$ cat src/rtl/instruction_fetch_pkg.sv
// ----------------------------------------------------------------------------
// instruction_fetch_pkg
// Shared constants for the instruction fetch stage:
//   XLEN             - word / address width (32)
//   RESET_PC_DEFAULT - default word address of the first fetch after reset
//   NOP_INSTR        - encoding presented on if_instr when no instruction is valid
//   pc_next()        - sequential word-address increment (wraps naturally)
// ----------------------------------------------------------------------------
package instruction_fetch_pkg;

    localparam int unsigned     XLEN             = 32;
    localparam logic [XLEN-1:0] RESET_PC_DEFAULT = 32'h0000_0000;
    localparam logic [XLEN-1:0] NOP_INSTR        = 32'h0000_0000;

    // Modulo-2^32 increment: 32'hFFFF_FFFF rolls over to 32'h0000_0000.
    function automatic logic [XLEN-1:0] pc_next(input logic [XLEN-1:0] pc);
        return pc + 32'd1;
    endfunction

endpackage

$ cat src/rtl/instruction_fetch.sv
// ----------------------------------------------------------------------------
// instruction_fetch
// Single-stage fetch unit in front of a synchronous (1-cycle read latency)
// instruction memory. Issues one word address per cycle, presents the
// returned word to decode one cycle later, and supports decode back-pressure
// (stall) and single-cycle redirects (branch_taken) from execute.
//
// Ports:
//   clk            in   sole clock, rising edge
//   rst            in   synchronous active-high reset
//   stall          in   decode cannot accept; hold the presented instruction
//   branch_taken   in   redirect request (overrides stall)
//   branch_target  in   [31:0] word address to fetch on redirect
//   imem_addr      out  [31:0] word address to instruction memory
//   imem_data      in   [31:0] memory data for previous cycle's imem_addr
//   if_valid       out  presented instruction is real
//   if_pc          out  [31:0] word address of presented instruction
//   if_instr       out  [31:0] presented instruction, NOP_INSTR when invalid
//
// Build option:
//   IFETCH_SKID_EN defined   - memory address is always pc; the word presented
//                              during a stall is parked in a skid register.
//   IFETCH_SKID_EN undefined - no skid register; during a stall the memory is
//                              pointed back at the held address so it re-reads
//                              the same word every cycle.
//   Both builds present identical if_* behaviour.
// ----------------------------------------------------------------------------
module instruction_fetch
    import instruction_fetch_pkg::*;
#(
    parameter logic [XLEN-1:0] RESET_PC = RESET_PC_DEFAULT
) (
    input  logic            clk,
    input  logic            rst,
    input  logic            stall,
    input  logic            branch_taken,
    input  logic [XLEN-1:0] branch_target,
    output logic [XLEN-1:0] imem_addr,
    input  logic [XLEN-1:0] imem_data,
    output logic            if_valid,
    output logic [XLEN-1:0] if_pc,
    output logic [XLEN-1:0] if_instr
);

    logic [XLEN-1:0] pc_q,        pc_d;
    logic [XLEN-1:0] req_pc_q,    req_pc_d;
    logic            req_valid_q, req_valid_d;
    logic [XLEN-1:0] instr_src;

    // A redirect wins over a stall: the held instruction is dropped and the
    // request issued this cycle (if any) is marked as flushed.
    always_comb begin
        pc_d        = pc_q;
        req_pc_d    = req_pc_q;
        req_valid_d = req_valid_q;
        if (branch_taken) begin
            pc_d        = branch_target;
            req_valid_d = 1'b0;
        end else if (!stall) begin
            pc_d        = pc_next(pc_q);
            req_pc_d    = pc_q;
            req_valid_d = 1'b1;
        end
    end

    always_ff @(posedge clk) begin
        if (rst) begin
            pc_q        <= RESET_PC;
            req_pc_q    <= '0;
            req_valid_q <= 1'b0;
        end else begin
            pc_q        <= pc_d;
            req_pc_q    <= req_pc_d;
            req_valid_q <= req_valid_d;
        end
    end

`ifdef IFETCH_SKID_EN
    logic            held_q, held_d;
    logic [XLEN-1:0] skid_q, skid_d;

    // Capture only on the first stalled edge: imem_data is still the word
    // for req_pc then, and afterwards the memory is reading pc instead.
    always_comb begin
        held_d = held_q;
        skid_d = skid_q;
        if (branch_taken) begin
            held_d = 1'b0;
        end else if (stall) begin
            if (!held_q) begin
                skid_d = imem_data;
                held_d = 1'b1;
            end
        end else begin
            held_d = 1'b0;
        end
    end

    always_ff @(posedge clk) begin
        if (rst) begin
            held_q <= 1'b0;
            skid_q <= '0;
        end else begin
            held_q <= held_d;
            skid_q <= skid_d;
        end
    end

    assign imem_addr = pc_q;
    assign instr_src = held_q ? skid_q : imem_data;
`else
    // Re-read the held word while stalled. During a stalled bubble there is
    // nothing to hold, so keep pointing at pc (also makes the first cycle
    // after reset show RESET_PC even if stall is already asserted).
    assign imem_addr = (stall && req_valid_q) ? req_pc_q : pc_q;
    assign instr_src = imem_data;
`endif

    assign if_valid = req_valid_q;
    assign if_pc    = req_pc_q;
    assign if_instr = req_valid_q ? instr_src : NOP_INSTR;

endmodule

$ cat config.mk
export PLATFORM = sky130hd
export DESIGN_NAME = instruction_fetch
export DESIGN_NICKNAME = d
export VERILOG_FILES = /design/src/rtl/instruction_fetch_pkg.sv /design/src/rtl/instruction_fetch.sv
export SDC_FILE = /design/constraint.sdc
export NUM_CORES = 1
export LEC_CHECK = 0
export CORE_MARGIN = 2
export CORE_UTILIZATION = 38
export CTS_CLUSTER_DIAMETER = 40
export CTS_CLUSTER_SIZE = 30
export DETAILED_ROUTE_END_ITERATION = 7
export PLACE_DENSITY = 0.77
export SYNTH_ARGS = -nofsm -noshare
export SYNTH_HDL_FRONTEND = slang
export SYNTH_SLANG_ARGS = --single-unit
$ cat constraint.sdc
create_clock -name clk -period 1.8 [get_ports clk]
set_input_delay 0.36 -clock clk [delete_from_list [all_inputs] [get_ports clk]]
set_output_delay 0.36 -clock clk [all_outputs]
set_load 0.02 [all_outputs]
Yosys cells after proc, flatten, opt, wreduce, memory -nomap -nowiden
Index checks and enable logic that the tools add are counted.
{"block": "op_classes", "eq_ne": 1, "reduce_logical": 3, "bitwise_logic": 2, "addsub": 1, "muxes": 4}
{"op": "2-to-1 mux 32 bit", "count": 4}
{"op": "adder 32 x 1 -> 32 bit, second input constant", "count": 1}
{"op": "inequality test 2 x 1 -> 1 bit, second input constant", "count": 1}
{"op": "NOT 1 bit", "count": 2}
{"op": "AND reduction 2 bit", "count": 1}
{"op": "OR reduction 2 bit", "count": 1}
{"op": "logical AND 1 bit", "count": 1}
{"block": "word_totals", "register_bits": 65}

Longest topological paths before layout
Gate-level depths: netlist (run 1).
{"block": "logic_depth", "word_depth": 3, "ltp_mapped": 7, "depth_no_buf": 6}

Worst setup path before layout (run 1)
Ideal clock, no wire load.
{"block": "synth_timing", "path_type": "in2out", "startpoint": "input port stall", "endpoint": "output port imem_addr[10]", "cell_stages": 4, "arrival_ps": 1491, "t_required_ps": 1440, "setup_slack_ps": -51, "n_path_buf": 2, "path_cell_list": "buf_1 -> nand2_1 -> buf_1 -> mux2_2"}
{"block": "synth_between", "elab_chain_len": 2}
{"item": "start: declaration", "line": "instruction_fetch.sv:35", "text": "input logic stall,"}
{"item": "logical AND 1 bit", "line": "instruction_fetch.sv:115", "text": "assign imem_addr = (stall && req_valid_q) ? req_pc_q : pc_q;"}
{"item": "2-to-1 mux 32 bit", "line": "instruction_fetch.sv:115"}
{"item": "end: declaration", "line": "instruction_fetch.sv:38", "text": "output logic [XLEN-1:0] imem_addr,"}
No other way between the ends.

Worst setup path in the final report (run 1)
{"block": "layout_timing", "startpoint": "register req_valid_q (netlist: if_valid)", "endpoint": "output port imem_addr[4]"}
{"block": "layout_between", "elab_chain_len": 2}
{"item": "start: declaration", "line": "instruction_fetch.sv:47", "text": "logic req_valid_q, req_valid_d;"}
{"item": "start signal: assignment", "line": "instruction_fetch.sv:74", "text": "req_valid_q <= req_valid_d;"}
{"item": "logical AND 1 bit", "line": "instruction_fetch.sv:115"}
{"item": "2-to-1 mux 32 bit", "line": "instruction_fetch.sv:115"}
No other way between the ends.

==> results of run 1 <==
## worst max-delay path, stage by stage (launching register included)
cell and delay (ns):
dfxtp_4 0.37, nand2_8 0.11, buf_12 0.15, mux2_2 0.34
buf_6 0.13
## layout make-up
type / count / share of cell area (%)
repair buffers: 206 / 33.3
clock buffers: 10 / 2.28
clock inverters: 6 / 1.12
well taps: 129 / 2.67
diodes: 2 / 0.0829
flip-flops and latches: 65 / 21.7
inverters: 22 / 1.37
multi-input cells: 341 / 37.5
## logic make-up (layout without fill, tap and decap cells)
family | Yosys count | after routing
and+or+nand+nor | 195 | 195
AOI/OAI and AO/OA | 80 | 80
adders and majority gates | 1 | 1
xor gates and xnor gates | 28 | 28
buffers and inverters | 54 | 244
muxes | 37 | 37
other | 0 | 2
DFF | 65 | 65
## power breakdown
part / switching (uW) / internal [uW] / total (uW)
clock: 596 / 679 / 1270
sequential: 81.2 / 1510 / 1590
combinational: 406 / 500 / 906
## cell usage in the layout, fill, tap and decap left out, types with 3 or more instances in the layout
cell type        count
clkdlybuf4s50_1     96
nand2_1             78
dfxtp_1             59
a21oi_1             56
buf_4               37
and2_1              33
buf_6               32
mux2_4              30
xnor2_1             25
inv_1               22
nor2_1              20
clkdlybuf4s15_1     19
o21a_1              17
nand4_1             14
nand3_1             12
clkbuf_2            11
nor3_1              10
clkbuf_8            10
buf_12               6
nor2b_1              5
mux2i_1              5
dfxtp_2              5
xor2_1               3
and3_1               3
## stage by stage
step | cell area (um^2) | instances | TNS [ns] | setup WS [ns]
final | 6030 | 781 | -0.00830 | -0.00450
after CTS | 6000 | 779 | -1.63 | -0.111
after floorplan | 3620 | 460 | 0 | 0.106
after detailed placement | 5620 | 759 | -29.61 | -0.645
after global routing | 6030 | 781 | -0.988 | -0.0486
after global placement | 5620 | 759 | -28.36 | -0.620
## worst max-delay path by stage
stage                     slack, ns       endpoint
after CTS                     -0.11  imem_addr[31]
after detailed placement      -0.65  imem_addr[25]
after global placement        -0.62  imem_addr[23]
after global routing          -0.05   imem_addr[1]
after floorplan                0.11  imem_addr[10]
final                        -0.005   imem_addr[4]
## state kept, by name (all words and copies together), names as in the netlist
register and count:
if_pc 32, if_valid 1, pc_q 32
## metal layers
layer / part of all wire (%) / global-route usage (%)
met5: 0 / 0
met4: 2.1 / 9.25
met3: 7.6 / 7.80
met2: 52 / 45.0
met1: 38 / 24.0
## repair_timing
| item | in CTS | in global routing |
|---|---|---|
| cloned | 2 | 0 |
| setup endpoints to repair | 64 | 72 |
| pin swaps | 1 | 1 |
| resized for setup | 251 | 64 |
| setup buffers | 2 | 2 |
==> flow_summary.json, run 1 <==
{
  "die_h_um": 102,
  "cts_buffers": 9,
  "fin_crit_ns": 1.80,
  "die-area_um2": 10300,
  "fp.dieW_um": 102,
  "syn2layout_area_growth_pct": 66.7,
  "drt-initial-drc-count": 170,
  "syn_area_per_cell_um2": 7.87,
  "setup_violations": 2,
  "ys_warn_count": 0,
  "track_usage_pct": 23.9,
  "synth_area_um2": 3620,
  "vias": 3941,
  "synthesis.nets": 529,
  "nNetsFinal": 714,
  "antenna_found_initial": 2,
  "outcome": "complete, but fails checks",
  "r2r_end": "pc_q[22]",
  "slew_headroom_pct": 75.6,
  "cts_tree": "done",
  "firstDrtPassIters": 4,
  "rows": 35,
  "rr_worst_depth": 6,
  "path_max_fanout": 8,
  "endpoint_kind": "output port",
  "arrival_ns": 1.44,
  "io_buffers": 164,
  "ant_nets": 0,
  "htree_levels": 3,
  "yosys.cell_types.count": 38,
  "synth_top_family_by_area": "simple AND/OR/NAND/NOR gates",
  "synth_compound_area_share_pct": 12.5,
  "grt_max_degree": 35,
  "r2r_start": "pc_q[0]",
  "period_share_pct": 100,
  "synthAdderAreaFrac_pct": 0.346,
  "violations": "setup timing",
  "place_congestion": 0.853,
  "multi_input_area_um2": 2260,
  "clockRootBuffer": "clkbuf_8",
  "synth_top_cell_area_share_pct": 35.9,
  "ios": 165,
  "netlist_top_cells_count": "79 x nand2_1, 65 x dfxtp_1, 56 x a21oi_1",
  "dp_hpwl_mm": 9.15,
  "synth_simple_gate_area_share_pct": 27.4,
  "r2r_setup_slack_ns": 0.12,
  "min-delay-start": "branch_taken",
  "postCtsHoldBufs": 0,
  "path_clk_slew_ns": 0.07,
  "slew_violations": 0,
  "grt_pass1_wl_mm": 19.2,
  "cp.required_ns": 1.44,
  "startpoint": "if_valid",
  "whs_path_depth": 2,
  "p_per_area_nw_per_um2": 625,
  "async_reset_ff_share_pct": 0,
  "seq_area_frac_synth_pct": 35.9,
  "regArea_um2": 1310,
  "finClkSkew_ns": 0.00802,
  "core-area_um2": 9240,
  "start_util_pct": 39.2,
  "nFillCells": 767,
  "peakVddDrop_uv": 356,
  "rsz0062_at_grt": "true",
  "drc": 0,
  "synthMuxAreaShare_pct": 11.3,
  "synthFlopType": "dfxtp_1",
  "worstSetupPathType": "reg2out",
  "cp-start-kind": "flip-flop",
  "drive_above_1_share_pct": 23.4,
  "synth.top_cells.by_area": "dfxtp_1 36%, mux2_2 10%, nand2_1 8.2%",
  "holdWs_ns": 0.409,
  "clock_latency_ns": 0.35,
  "finalWorstSetupSlack_ns": -0.00450,
  "drt_wl_total_mm": 12.7,
  "synth_cells": 460,
  "finalCoreUtilization_pct": 65.3,
  "vias_per_cell": 5.05,
  "synth_xor_area_share_pct": 6.77,
  "hp-class": "in2reg",
  "holdPathEnd": "if_valid",
  "cap_violations": 0,
  "max_clock_freq_ghz": 0.554,
  "yosys.area.top_type": "dfxtp_1",
  "power.total_uw": 3770,
  "synth_edf_count": 0,
  "grt_pass1_vias": 3887,
  "overflow": 0,
  "hold_violations": 0,
  "cts_sinks": 65,
  "yosysMostFrequentCell": "nand2_1",
  "wl_per_cell_um": 16.2,
  "clk_path_buf_depth": 2,
  "ys_ff_latch": 65,
  "worst_slew_pin_slew_ns": 0.367,
  "p_leak_uw": 0.00252
}
No activity file was read; power rests on OpenSTA's default activity.
==> run 2: changes to the inputs <==
Settings changed: ABC_CLOCK_PERIOD_IN_PS set to 1800.
==> results of run 2 <==
Same layout as run 1: the final DEF is identical, and so are final timing and power.
